[src/rtl/ex_muldiv_pkg.sv]
// Shared definitions for the RV32M multi-cycle execute unit.
// - MD_XLEN: default datapath width.
// - md_op_e: funct3 encodings of the M-extension ops.
// - md_state_e: control FSM states.
// - Helpers that decode operand signedness and op class from md_op_e.
package ex_muldiv_pkg;

    localparam int unsigned MD_XLEN = 32;

    typedef enum logic [2:0] {
        MdMul    = 3'd0,
        MdMulh   = 3'd1,
        MdMulhsu = 3'd2,
        MdMulhu  = 3'd3,
        MdDiv    = 3'd4,
        MdDivu   = 3'd5,
        MdRem    = 3'd6,
        MdRemu   = 3'd7
    } md_op_e;

    typedef enum logic [1:0] {
        StIdle = 2'd0,
        StCalc = 2'd1,
        StFix  = 2'd2,
        StDone = 2'd3
    } md_state_e;

    function automatic logic op_is_div(md_op_e op);
        return op inside {MdDiv, MdDivu, MdRem, MdRemu};
    endfunction

    function automatic logic op_is_rem(md_op_e op);
        return op inside {MdRem, MdRemu};
    endfunction

    function automatic logic op_rs1_signed(md_op_e op);
        return op inside {MdMulh, MdMulhsu, MdDiv, MdRem};
    endfunction

    function automatic logic op_rs2_signed(md_op_e op);
        return op inside {MdMulh, MdDiv, MdRem};
    endfunction

endpackage

[src/rtl/ex_muldiv_if.sv]
// Handshake/data bundle between the ID/EX pipeline stage and ex_muldiv.
// Signal names carry the direction as seen from the execute unit.
//   start_i/op_i/rs1_i/rs2_i/wd_i/flush_i : request side (driven by the pipeline)
//   result_o/valid_o/wd_o/stall_o/busy_o  : response side (driven by ex_muldiv)
// Modports: master = pipeline side, slave = execute unit.
interface ex_muldiv_if #(
    parameter int unsigned XLEN = 32
);
    logic            start_i;
    logic [2:0]      op_i;
    logic [XLEN-1:0] rs1_i;
    logic [XLEN-1:0] rs2_i;
    logic [4:0]      wd_i;
    logic            flush_i;
    logic [XLEN-1:0] result_o;
    logic            valid_o;
    logic [4:0]      wd_o;
    logic            stall_o;
    logic            busy_o;

    modport master (
        output start_i, op_i, rs1_i, rs2_i, wd_i, flush_i,
        input  result_o, valid_o, wd_o, stall_o, busy_o
    );

    modport slave (
        input  start_i, op_i, rs1_i, rs2_i, wd_i, flush_i,
        output result_o, valid_o, wd_o, stall_o, busy_o
    );
endinterface

[src/rtl/ex_muldiv_iter.sv]
// Iterative step datapath for ex_muldiv: one shift-add (multiply) or restoring
// shift-subtract (divide) step per cycle on a shared 2*XLEN accumulator.
// Ports:
//   clk, rst   : clock, asynchronous active-low reset
//   init_i     : load accumulator low half with lo_i, latch opnd_i, clear counter
//   step_i     : perform one iteration
//   is_div_i   : step kind (1 divide, 0 multiply)
//   lo_i       : multiplier (multiply) or dividend (divide), magnitude
//   opnd_i     : multiplicand (multiply) or divisor (divide), magnitude
//   acc_o      : multiply -> full product; divide -> {remainder, quotient}
//   last_o     : counter is at XLEN-1 (current step is the final one)
module ex_muldiv_iter #(
    parameter int unsigned XLEN  = 32,
    parameter int unsigned CNT_W = 6
) (
    input  logic              clk,
    input  logic              rst,
    input  logic              init_i,
    input  logic              step_i,
    input  logic              is_div_i,
    input  logic [XLEN-1:0]   lo_i,
    input  logic [XLEN-1:0]   opnd_i,
    output logic [2*XLEN-1:0] acc_o,
    output logic              last_o
);

    logic [2*XLEN-1:0] acc_q, acc_d;
    logic [XLEN-1:0]   opnd_q, opnd_d;
    logic [CNT_W-1:0]  cnt_q, cnt_d;

    // Extra bit holds the carry out of the add / the bit shifted out before compare.
    logic [XLEN:0] add_sum;
    logic [XLEN:0] rem_shift;
    logic [XLEN:0] rem_diff;

    always_comb begin
        add_sum   = {1'b0, acc_q[2*XLEN-1:XLEN]} + (acc_q[0] ? {1'b0, opnd_q} : '0);
        rem_shift = acc_q[2*XLEN-1:XLEN-1];
        rem_diff  = rem_shift - {1'b0, opnd_q};

        acc_d  = acc_q;
        opnd_d = opnd_q;
        cnt_d  = cnt_q;

        if (init_i) begin
            acc_d  = {{XLEN{1'b0}}, lo_i};
            opnd_d = opnd_i;
            cnt_d  = '0;
        end else if (step_i) begin
            cnt_d = cnt_q + 1'b1;
            if (is_div_i) begin
                // Quotient bits enter at the bottom as dividend bits leave the top.
                if (rem_shift >= {1'b0, opnd_q}) begin
                    acc_d = {rem_diff[XLEN-1:0], acc_q[XLEN-2:0], 1'b1};
                end else begin
                    acc_d = {rem_shift[XLEN-1:0], acc_q[XLEN-2:0], 1'b0};
                end
            end else begin
                acc_d = {add_sum, acc_q[XLEN-1:1]};
            end
        end
    end

    always_ff @(posedge clk or negedge rst) begin
        if (!rst) begin
            acc_q  <= '0;
            opnd_q <= '0;
            cnt_q  <= '0;
        end else begin
            acc_q  <= acc_d;
            opnd_q <= opnd_d;
            cnt_q  <= cnt_d;
        end
    end

    assign acc_o  = acc_q;
    assign last_o = (cnt_q == CNT_W'(XLEN - 1));

endmodule

[src/rtl/ex_muldiv.sv]
// RV32M multi-cycle execute unit (MUL/MULH/MULHSU/MULHU/DIV/DIVU/REM/REMU).
// Operates on operand magnitudes through ex_muldiv_iter, then restores signs in FIX.
// Divide-by-zero and signed overflow resolve in IDLE with one-cycle latency.
// Ports:
//   clk, rst : clock, asynchronous active-low reset
//   md       : ex_muldiv_if.slave -- start/op/rs1/rs2/wd/flush in,
//              result/valid/wd/stall/busy out
// Build option: define BITTY_FAST_MUL_EN to compute multiplies combinationally
// in IDLE (1-cycle latency); divides always use the iterative path.
module ex_muldiv
    import ex_muldiv_pkg::*;
#(
    parameter int unsigned XLEN  = MD_XLEN,
    parameter int unsigned CNT_W = 6
) (
    input logic        clk,
    input logic        rst,
    ex_muldiv_if.slave md
);

    md_state_e       state_q, state_d;
    md_op_e          op_q;
    logic            rs1_neg_q, rs2_neg_q;
    logic [XLEN-1:0] result_q, result_d;
    logic [4:0]      wd_q;

    md_op_e          op_in;
    logic            accept;
    logic            rs1_neg_in, rs2_neg_in;
    logic [XLEN-1:0] rs1_abs, rs2_abs;
    logic            div0, ovf, special;
    logic [XLEN-1:0] special_res;
    logic            fast_mul;
    logic [XLEN-1:0] fast_res;

    logic              iter_init, iter_step, iter_last;
    logic [2*XLEN-1:0] acc;
    logic [2*XLEN-1:0] prod;
    logic [XLEN-1:0]   quo, rem, fix_res;

    // Request decode
    always_comb begin
        op_in      = md_op_e'(md.op_i);
        accept     = (state_q == StIdle) && md.start_i && !md.flush_i;
        rs1_neg_in = op_rs1_signed(op_in) && md.rs1_i[XLEN-1];
        rs2_neg_in = op_rs2_signed(op_in) && md.rs2_i[XLEN-1];
        rs1_abs    = rs1_neg_in ? ('0 - md.rs1_i) : md.rs1_i;
        rs2_abs    = rs2_neg_in ? ('0 - md.rs2_i) : md.rs2_i;

        div0    = (md.rs2_i == '0);
        ovf     = (op_in inside {MdDiv, MdRem}) &&
                  (md.rs1_i == {1'b1, {(XLEN-1){1'b0}}}) && (&md.rs2_i);
        special = op_is_div(op_in) && (div0 || ovf);

        if (div0) begin
            special_res = op_is_rem(op_in) ? md.rs1_i : '1;
        end else begin
            special_res = op_is_rem(op_in) ? '0 : md.rs1_i;
        end
    end

`ifdef BITTY_FAST_MUL_EN
    logic [2*XLEN-1:0] fast_a, fast_b, fast_prod;

    // Sign-extend to 2*XLEN; the low 2*XLEN bits of the product are exact.
    always_comb begin
        fast_a    = {{XLEN{rs1_neg_in}}, md.rs1_i};
        fast_b    = {{XLEN{op_rs2_signed(op_in) && md.rs2_i[XLEN-1]}}, md.rs2_i};
        fast_prod = fast_a * fast_b;
        fast_mul  = !op_is_div(op_in);
        fast_res  = (op_in == MdMul) ? fast_prod[XLEN-1:0] : fast_prod[2*XLEN-1:XLEN];
    end
`else
    assign fast_mul = 1'b0;
    assign fast_res = '0;
`endif

    ex_muldiv_iter #(
        .XLEN  (XLEN),
        .CNT_W (CNT_W)
    ) u_iter (
        .clk      (clk),
        .rst      (rst),
        .init_i   (iter_init),
        .step_i   (iter_step),
        .is_div_i (op_is_div(op_q)),
        .lo_i     (op_is_div(op_in) ? rs1_abs : rs2_abs),
        .opnd_i   (op_is_div(op_in) ? rs2_abs : rs1_abs),
        .acc_o    (acc),
        .last_o   (iter_last)
    );

    // Sign fix-up and result select
    always_comb begin
        prod = (rs1_neg_q ^ rs2_neg_q) ? ('0 - acc) : acc;
        quo  = (rs1_neg_q ^ rs2_neg_q) ? ('0 - acc[XLEN-1:0]) : acc[XLEN-1:0];
        rem  = rs1_neg_q ? ('0 - acc[2*XLEN-1:XLEN]) : acc[2*XLEN-1:XLEN];
        unique case (op_q)
            MdMul:                     fix_res = prod[XLEN-1:0];
            MdMulh, MdMulhsu, MdMulhu: fix_res = prod[2*XLEN-1:XLEN];
            MdDiv, MdDivu:             fix_res = quo;
            MdRem, MdRemu:             fix_res = rem;
            default:                   fix_res = '0;
        endcase
    end

    // Control FSM next state
    always_comb begin
        state_d   = state_q;
        result_d  = result_q;
        iter_init = 1'b0;
        iter_step = 1'b0;

        unique case (state_q)
            StIdle: begin
                if (accept) begin
                    if (special) begin
                        result_d = special_res;
                        state_d  = StDone;
                    end else if (fast_mul) begin
                        result_d = fast_res;
                        state_d  = StDone;
                    end else begin
                        iter_init = 1'b1;
                        state_d   = StCalc;
                    end
                end
            end
            StCalc: begin
                if (md.flush_i) begin
                    state_d = StIdle;
                end else begin
                    iter_step = 1'b1;
                    if (iter_last) begin
                        state_d = StFix;
                    end
                end
            end
            StFix: begin
                if (md.flush_i) begin
                    state_d = StIdle;
                end else begin
                    result_d = fix_res;
                    state_d  = StDone;
                end
            end
            StDone: begin
                state_d = StIdle;
            end
            default: begin
                state_d = StIdle;
            end
        endcase
    end

    always_ff @(posedge clk or negedge rst) begin
        if (!rst) begin
            state_q   <= StIdle;
            op_q      <= MdMul;
            rs1_neg_q <= 1'b0;
            rs2_neg_q <= 1'b0;
            result_q  <= '0;
            wd_q      <= '0;
        end else begin
            state_q  <= state_d;
            result_q <= result_d;
            if (accept) begin
                op_q      <= op_in;
                rs1_neg_q <= rs1_neg_in;
                rs2_neg_q <= rs2_neg_in;
                wd_q      <= md.wd_i;
            end
        end
    end

    // result_q only changes on entry to DONE, so result_o holds between ops.
    assign md.result_o = result_q;
    assign md.wd_o     = wd_q;
    assign md.valid_o  = (state_q == StDone) && !md.flush_i;
    assign md.stall_o  = accept ||
                         (((state_q == StCalc) || (state_q == StFix)) && !md.flush_i);
    assign md.busy_o   = (state_q != StIdle);

endmodule

[src/flat_wrapper.sv]
// flat-port wrapper written by rule: the top's interface ports become plain ports
module ex_muldiv_flat import ex_muldiv_pkg::*;
#(
    parameter int unsigned XLEN  = MD_XLEN,
    parameter int unsigned CNT_W = 6
)
  (clk, rst, md_start_i, md_op_i, md_rs1_i, md_rs2_i, md_wd_i, md_flush_i, md_result_o, md_valid_o, md_wd_o, md_stall_o, md_busy_o);
  ex_muldiv_if #(.XLEN(XLEN)) md_i ();
  input logic clk;
  input logic rst;
  input wire logic [$bits(md_i.start_i)-1:0] md_start_i;
  input wire logic [$bits(md_i.op_i)-1:0] md_op_i;
  input wire logic [$bits(md_i.rs1_i)-1:0] md_rs1_i;
  input wire logic [$bits(md_i.rs2_i)-1:0] md_rs2_i;
  input wire logic [$bits(md_i.wd_i)-1:0] md_wd_i;
  input wire logic [$bits(md_i.flush_i)-1:0] md_flush_i;
  output wire logic [$bits(md_i.result_o)-1:0] md_result_o;
  output wire logic [$bits(md_i.valid_o)-1:0] md_valid_o;
  output wire logic [$bits(md_i.wd_o)-1:0] md_wd_o;
  output wire logic [$bits(md_i.stall_o)-1:0] md_stall_o;
  output wire logic [$bits(md_i.busy_o)-1:0] md_busy_o;
  assign md_i.start_i = md_start_i;
  assign md_i.op_i = md_op_i;
  assign md_i.rs1_i = md_rs1_i;
  assign md_i.rs2_i = md_rs2_i;
  assign md_i.wd_i = md_wd_i;
  assign md_i.flush_i = md_flush_i;
  assign md_result_o = md_i.result_o;
  assign md_valid_o = md_i.valid_o;
  assign md_wd_o = md_i.wd_o;
  assign md_stall_o = md_i.stall_o;
  assign md_busy_o = md_i.busy_o;
  ex_muldiv #(.XLEN(XLEN), .CNT_W(CNT_W)) u_core (.clk(clk), .rst(rst), .md(md_i));
endmodule
[config.mk]
export PLATFORM = sky130hd
export DESIGN_NAME = ex_muldiv_flat
export DESIGN_NICKNAME = d
export VERILOG_FILES = /design/src/rtl/ex_muldiv_pkg.sv /design/src/rtl/ex_muldiv_if.sv /design/src/rtl/ex_muldiv_iter.sv /design/src/rtl/ex_muldiv.sv /design/src/flat_wrapper.sv
export SDC_FILE = /design/constraint.sdc
export NUM_CORES = 1
export LEC_CHECK = 0
export BUFFER_PORTS_ARGS = -buffer_cell sky130_fd_sc_hd__buf_4
export CORE_ASPECT_RATIO = 1.75
export CORE_MARGIN = 2
export CORE_UTILIZATION = 54
export DETAILED_ROUTE_END_ITERATION = 10
export PLACE_DENSITY = 0.81
export SLEW_MARGIN = 20
export SYNTH_ARGS = -nofsm -noshare
export SYNTH_HDL_FRONTEND = slang
export SYNTH_SLANG_ARGS = --single-unit
[constraint.sdc]
create_clock -name clk -period 2.9 [get_ports clk]
set_input_delay 0.29 -clock clk [delete_from_list [all_inputs] [get_ports clk]]
set_output_delay 0.29 -clock clk [all_outputs]
set_load 0.05 [all_outputs]
==> impl_metrics.yaml, run 1 <==
run_status:
  status: "aborted with a tool error"
  flow.stopped_at: "global routing"
  error: "[ERROR GRT-0232] Routing congestion too high. Check the congestion heatmap in the GUI."
floorplanning:
  die-width_um: 130
  die_h_um: 224
  num_rows: 80
  initial_core_util: 0.548
  ios: 116
placed_design:
  dp.cells: 2807
  hpwl_um: 55000
  port_buffers: 115
  pre_cts_slack_ps: -676
  gp_congestion: 1.13
grt:
  grt.overflow.total: 104
  grt_usage: 0.703
  grt_max_degree: 102
logic_synthesis:
  synth_cell_type_count: 73
  synth_edf_count: 0
  ys_seq_area_frac: 0.244
  synth_cells: 2007
  synth-main-ff-cell: "dfrtp_1"
  synthesis.nets: 2160
  yosysWarnings: 0
  synth_top_area_cell: "dfrtp_1"
  ys_seq_elements: 146
  syn-cell-area_mm2: 0.0150
  avgSynthCellArea_um2: 7.46
  synth_area_leaders: "dfrtp_1, o21ai_0, xnor2_1"
  synth_top_area_frac: 0.244
  async_flop_share: 1.00
cts:
  cts.sinks: 146
  clock_path_buffers: 2
  htreeDepth: 4
  cts_root_buf: "clkbuf_16"
  cts_buffers: 17
sta:
  worst_endpoint: "u_core.u_iter.acc_o[63]$_DFFE_PN0P_/D"
  worst-ep-kind: "register input"
==> cell usage after synthesis (6+ instances only) <==
library cell  number
a21oi_1          185
nor3_1            45
xnor2_1          109
nor4_1            12
a21o_1            47
or2_2             18
a211oi_1          27
nor2_1           179
ha_1              75
dfrtp_1          146
or3_1             16
buf_2             14
o31ai_1           39
nand2_1          225
o21bai_1           6
clkbuf_1         115
inv_1             71
o22ai_1           11
buf_1              7
o21ai_0          203
mux2_2            10
a31oi_1           20
and3_1            14
xor2_1            78
o221ai_1          20
nand4_1           24
o21a_1            13
nor2b_1           13
mux2i_1           45
nand3_1           26
o41ai_1           14
or4_1             20
and2_1            11
nand2b_1          10
o211ai_1          63
o211a_1           10
==> through the flow <==
| stage | hold slack [ps] | util | instance area [um^2] | TNS, ps |
|---|---|---|---|---|
| 4_1_cts | 45.1 | 0.763 | 20800 | -4710 |
| 3_5_place_dp | 319 | 0.709 | 19400 | -48460 |
| 3_3_place_gp | 310 | 0.709 | 19400 | -44260 |
| 2_1_floorplan | -5.59 | - | 15100 | -1470 |
==> what timing repair did <==
| item | 4_1_cts |
|---|---|
| setup endpoints to repair | 66 |
| resized for setup | 167 |
| pin swaps | 90 |
| gates cloned | 1 |
| hold buffers | 1 |
| buffers inserted | 22 |
| hold endpoints to repair | 55 |
==> cells by family after synthesis <==
family	share of synthesized area
compound gates	0.294
simple gates	0.194
buf+inv	0.0553
xor+xnor	0.109
flops	0.244
fa+ha+maj	0.0653
mux	0.0376
==> metal layers <==
layer | global-route usage | overflow
met1 | 0.690 | 0
met2 | 0.889 | 52
met3 | 0.536 | 4
met4 | 0.699 | 48
met5 | 0.184 | 0
==> inputs of run 2 (changes only) <==
Settings changed: CORE_ASPECT_RATIO 1.75 to not set, CORE_UTILIZATION 54 to 39, PLACE_DENSITY 0.81 to not set, PLACE_DENSITY_LB_ADDON set to 0.15.
Clock period 2.9 ns to 3.75 ns, I/O delays scaled along.
==> impl_metrics.yaml, run 2 <==
run_status:
  status: "complete, but fails checks"
  violations: "negative hold slack"
logic_synthesis:
  avgSynthCellArea_um2: 7.46
  synth-main-ff-cell: "dfrtp_1"
  async_flop_share: 1.00
  synth_top_family_by_area: "compound AO/OA/AOI/OAI gates"
  synth_top_area_frac: 0.244
  synth.area.mux_share: 0.0376
  synthTopCellsByCount: "nand2_1, o21ai_0, a21oi_1"
  ys_seq_elements: 146
  syn-cell-area_mm2: 0.0150
  yosys.area_share.simple: 0.194
  synth_cell_type_count: 73
  synth-compound-area-share: 0.294
  ys_seq_area_frac: 0.244
  synth_area_leaders: "dfrtp_1, o21ai_0, xnor2_1"
  yosysWarnings: 0
  synth_most_common_cell: "nand2_1"
  synth_top_area_cell: "dfrtp_1"
  synthesis.nets: 2160
  synth_xor_area_frac: 0.109
  synth_edf_count: 0
  synth_fa_ha_area_frac: 0.0653
  synth_cells: 2007
cells_and_area:
  final_nets: 2272
  final_cells: 2644
  fin_area_mm2: 0.0176
  largest_reg_flops: 64
  fillers: 3860
  utilization: 0.466
  syn_to_final_growth_pct: 17.6
  final_cell_mix: "nand2_1, buf_4, o21ai_0"
  layout-drive-gt1-share: 0.149
  layout_commonest_cell: "nand2_1"
worst_hold_path:
  hold_path_class: "input pin to async pin"
grt:
  antenna_found_initial: 3
  grt_pass1_wl_um: 93800
  grt.overflow.total: 0
  grt_max_degree: 121
  first_global_vias: 14800
  grt_usage: 0.318
cts:
  cts_buffers: 17
  cts_root_buf: "clkbuf_16"
  cts_tree: "yes"
  cts.sinks: 146
  clk-insertion-delay-late_ps: 470
  htreeDepth: 4
  cts.repair.resized: 0
  clk_pin_slew_ps: 70
  clock_path_buffers: 2
  ctsHoldBuffers: 0
  post_cts.repair.setup_buffers: 0
placed_design:
  hpwl_um: 49700
  placed_cell_area_mm2: 0.0169
  dp.cells: 2611
  port_buffers: 115
  gp_congestion: 0.993
  pre_cts_slack_ps: 66.1
worst_setup_path:
  critPathLaunchType: "register"
  crit_path_start: "u_core.u_iter.acc_o[33]$_DFFE_PN0P_"
  r2r-end: "u_core.md.result_o[27]$_DFFE_PN0P_"
  worst-r2r-cell-count: 9
  crit_type: "register to register"
  crit_required_ps: 4080
  cp-endpoint: "u_core.md.result_o[27]$_DFFE_PN0P_"
  crit_arrival_ps: 3940
  r2r_setup_slack_ps: 150
  r2r_start: "u_core.u_iter.acc_o[33]$_DFFE_PN0P_"
  path_max_fanout: 9
  critPathCaptureType: "register"
floorplanning:
  die-width_um: 200
  ios: 116
  dieArea_mm2: 0.0400
  core_area_mm2: 0.0378
  initial_core_util: 0.397
  num_rows: 71
  die_h_um: 200
sta:
  skew_ps: 13.4
  tns_ps: 0
  setup_violations: 0
  setup_slack_ps: 145
  relSlewSlack: 0.311
  rsz0062_at_grt: "true"
  fin_crit_sh: 0.961
  hold_viol_final: 27
  max_clock_freq_mhz: 277
  worst_slew_pin_slew_ps: 1030
  drv_slew: 0
  layout_min_cycle_time_ps: 3600
  hold_ws_ps: -27.7
detailed_routing:
  routed_wl_um: 63100
  viasPerCell: 6.04
  avgRoutedWirePerCell_um: 23.9
  ant_nets: 0
  drt-initial-drc-count: 1644
  vias: 16000
  firstDrtPassIters: 6
  drc: 0
pwr:
  ir_worst_vdd_uv: 470
  power_mw: 18.4
  p_per_area_mw_per_mm2: 1050
  p_leak_nw: 7.62
flow_run:
  maxCapViolations: 0
==> run 2: cell families (layout without fill, tap and decap cells) <==
logic type,after synthesis,in the layout
flops,146,146
simple gates,627,627
buf+inv,211,336
xor+xnor,187,187
mux,55,55
compound gates,704,704
fa+ha+maj,77,77
other cells,0,1
==> run 2: cell type report <==
cell class / instances / area (um^2) / share of cell area
well taps: 511 / 639 / 0.0363
clock inverters: 14 / 201 / 0.0114
diodes: 1 / 2.50 / 0.000142
repair buffers: 232 / 1850 / 0.105
clock buffers: 18 / 429 / 0.0244
inverters: 72 / 270 / 0.0154
multi-input cells: 1650 / 10600 / 0.600
flip-flops and latches: 146 / 3660 / 0.208
==> run 2: routing by layer <==
| metal | global-route usage | wire length, um | part of all wire | vias up |
|---|---|---|---|---|
| li1 | - | - | - | 7500 |
| met1 | 0.435 | 27900 | 0.44 | 7629 |
| met2 | 0.489 | 27800 | 0.44 | 703 |
| met3 | 0.0559 | 4650 | 0.074 | 130 |
| met4 | 0.144 | 2710 | 0.043 | 4 |
| met5 | 0 | 27 | 0.00043 | - |
==> run 2: worst min-delay path by stage <==
stage	start	end	slack, ps
floorplan	rst	u_core.md.result_o[0]$_DFFE_PN0P_	80
global placement	u_core.md.result_o[3]$_DFFE_PN0P_	u_core.md.result_o[3]$_DFFE_PN0P_	460
detailed placement	u_core.u_iter.opnd_q[9]$_DFFE_PN0N_	u_core.u_iter.opnd_q[9]$_DFFE_PN0N_	470
CTS	rst	u_core.md.wd_o[3]$_DFFE_PN0P_	4
global route	rst	u_core.md.wd_o[3]$_DFFE_PN0P_	30
finish	rst	u_core.md.wd_o[3]$_DFFE_PN0P_	-30
==> run 2: power by group <==
part	internal (mW)	switching, mW	total (mW)
combinational	5.06	8.31	13.4
sequential	2.31	0.829	3.14
clock	1.12	0.796	1.92
total	8.49	9.94	18.4
==> run 2: critical path, stage by stage, from the launching register on <==
cell and delay [ps]:
dfrtp_1 530, nor3_1 560, nand4_1 390, or3_1 580, or4_1 430, o21ai_0 220, xor2_1 210, a21oi_1 90
a21oi_1 330, o21ai_0 120
(Power assumes the default switching activity.)
==> inputs of run 3 (changes only) <==
Settings changed: ABC_AREA set to 1.
==> impl_metrics.yaml, run 3 <==
cells_and_area:
  layout-drive-gt1-share: 0.0742
  largest_reg_flops: 64
  diodes: 0
  layout_commonest_cell: "nand2_1"
  syn_to_final_growth_pct: 12.0
  seqCellArea_mm2: 0.00366
  fin_area_mm2: 0.0205
  final_cell_mix: "nand2_1, nor2_1, inv_1"
  fillers: 5229
  final_nets: 3510
  multiInputGateArea_mm2: 0.0128
sta:
  rsz0062_at_grt: "false"
  tns_ps: 0
  worst_slew_pin_slew_ps: 986
  drv_slew: 0
  setup_slack_ps: 242
  fin_crit_sh: 0.936
  skew_ps: 31.6
  layout_min_cycle_time_ps: 3510
  relSlewSlack: 0.342
  hold_ws_ps: 90.0
  setup_violations: 0
  max_clock_freq_mhz: 285
  hold_viol_final: 0
floorplanning:
  initial_core_util: 0.394
  core_area_mm2: 0.0465
  num_rows: 79
  ios: 116
  dieArea_mm2: 0.0487
  die-width_um: 221
  die_h_um: 221
cts:
  cts_tree: "yes"
  cts_root_buf: "clkbuf_16"
  clk_pin_slew_ps: 80
  htreeDepth: 4
  clock_path_buffers: 2
  cts.sinks: 146
  clk-insertion-delay-late_ps: 510
  cts_buffers: 17
  post_cts.repair.setup_buffers: 0
logic_synthesis:
  async_flop_share: 1.00
  ys_seq_area_frac: 0.200
  synth_top_area_frac: 0.231
  avgSynthCellArea_um2: 5.56
  synth_cell_type_count: 45
  ys_seq_elements: 146
  synth-main-ff-cell: "dfrtp_1"
  synthesis.nets: 3441
  synth_edf_count: 0
  synth_cells: 3288
  syn-cell-area_mm2: 0.0183
  yosysWarnings: 0
  synth_most_common_cell: "nand2_1"
  synth_area_leaders: "nand2_1, dfrtp_1, nand3_1"
  synthTopCellsByCount: "nand2_1, nor2_1, inv_1"
  synth_top_area_cell: "nand2_1"
worst_setup_path:
  crit_type: "register to register"
  critPathCaptureType: "register"
  crit_required_ps: 4140
  critPathLaunchType: "register"
  path_max_fanout: 6
  crit_arrival_ps: 3900
detailed_routing:
  drt-initial-drc-count: 2808
  avgRoutedWirePerCell_um: 24.5
  firstDrtPassIters: 6
  vias: 23200
  drc: 0
  dr_wl_met2_um: 42100
  routed_wl_um: 97500
  wl_met1_um: 39800
  top_layer: "met4"
  met3WireLength_um: 10100
  viasPerCell: 5.83
  ant_nets: 0
grt:
  grt_usage: 0.401
  first_global_vias: 21200
  grt_max_degree: 95
  antenna_found_initial: 1
  grt.overflow.total: 0
  grt_pass1_wl_um: 141000
flow_run:
  maxCapViolations: 0
placed_design:
  gp_congestion: 1.09
  placed_cell_area_mm2: 0.0199
  pre_cts_slack_ps: 471
  hpwl_um: 79400
  port_buffers: 115
pwr:
  power_mw: 20.4
  ir_worst_vdd_uv: 854
  p_leak_nw: 10.3
  p_per_area_mw_per_mm2: 996
worst_hold_path:
  hold_path_class: "input pin to register"
run_status:
  status: "finished clean"
## run 3: cell count changes after synthesis, sizes merged, moves of 27 or more
cell / delta
a211oi: -28
a21o: -42
clkbuf: -41
inv: +272
mux2i: -45
nand2: +911
nand3: +273
nand4: +67
nor2: +229
o21ai: +57
o31ai: -37
xnor2: -81
xor2: -27
## run 3: kinds of logic after synthesis
family                     count (synthesis)  share of synthesized area
AOI/OAI and AO/OA                        525                      0.155
adders and majority gates                 77                     0.0535
muxes                                      1                   0.000615
buffers and inverters                    469                      0.100
and+or+nand+nor                         1991                      0.453
DFF                                      146                      0.200
xor gates and xnor gates                  79                     0.0378
## run 3: final timing paths
check	endpoint	depth (start not counted)	startpoint	slack (ps)
setup / recovery	u_core.u_iter.acc_o[61]$_DFFE_PN0P_	16	u_core.u_iter.acc_o[33]$_DFFE_PN0P_	240
hold / removal	u_core.md.wd_o[0]$_DFFE_PN0P_	3	md_wd_i[0]	90
setup reg to reg	u_core.u_iter.acc_o[61]$_DFFE_PN0P_	16	u_core.u_iter.acc_o[33]$_DFFE_PN0P_	240
hold reg to reg	u_core.md.wd_o[0]$_DFFE_PN0P_	2	u_core.md.wd_o[0]$_DFFE_PN0P_	490
max in group asynchronous	u_core.u_iter.acc_o[53]$_DFFE_PN0P_	3	rst	2200
min in group asynchronous	u_core.md.result_o[14]$_DFFE_PN0P_	2	rst	510
## run 3: timing repair
action	in CTS	in global routing
endpoints found under the setup margin	0	0
gates resized for setup	0	0
endpoints found under the hold margin	6	0
hold buffers	1	0
## run 3: per-layer routing
metal | GRT usage | vias up
li1 | - | 10800
met1 | 0.524 | 10800
met2 | 0.617 | 1286
met3 | 0.100 | 219
met4 | 0.193 | 0
met5 | 0 | -
## run 3: cell type report
class	count	area share
Clock buffer	17	0.0208
Clock inverter	15	0.00934
Inverter	349	0.0639
Multi-Input combinational cell	2673	0.625
Sequential cell	146	0.178
Tap cell	607	0.0371
Timing Repair Buffer	170	0.0650
## run 3: worst max-delay path: stages (launching register included)
cell     delay (ps)
dfrtp_1         600
inv_1           310
fa_1            510
inv_1           100
nand2_1          70
o21ai_0         700
nand2_1         100
nand2_1         190
nand3_1          90
nand2_1         210
nand2_1         120
nand3_1          90
nand2_1          50
nor2_1          120
nor2_1           40
nand2_1          80
nand2_1          40
## run 3: stage by stage
step	utilization	instances
6_report	0.441	3977
5_1_grt	0.441	3977
4_1_cts	0.441	3977
3_5_place_dp	0.428	3944
3_3_place_gp	0.428	3944
2_1_floorplan	-	3288
## run 3: report_power, final
group | total [mW] | leakage [nW] | internal [mW] | switching (mW)
sequential | 3.46 | 1.82 | 2.30 | 1.16
clock | 1.88 | 0.297 | 0.960 | 0.921
combinational | 15.1 | 8.20 | 4.19 | 10.9
total | 20.4 | 10.3 | 7.45 | 13.0
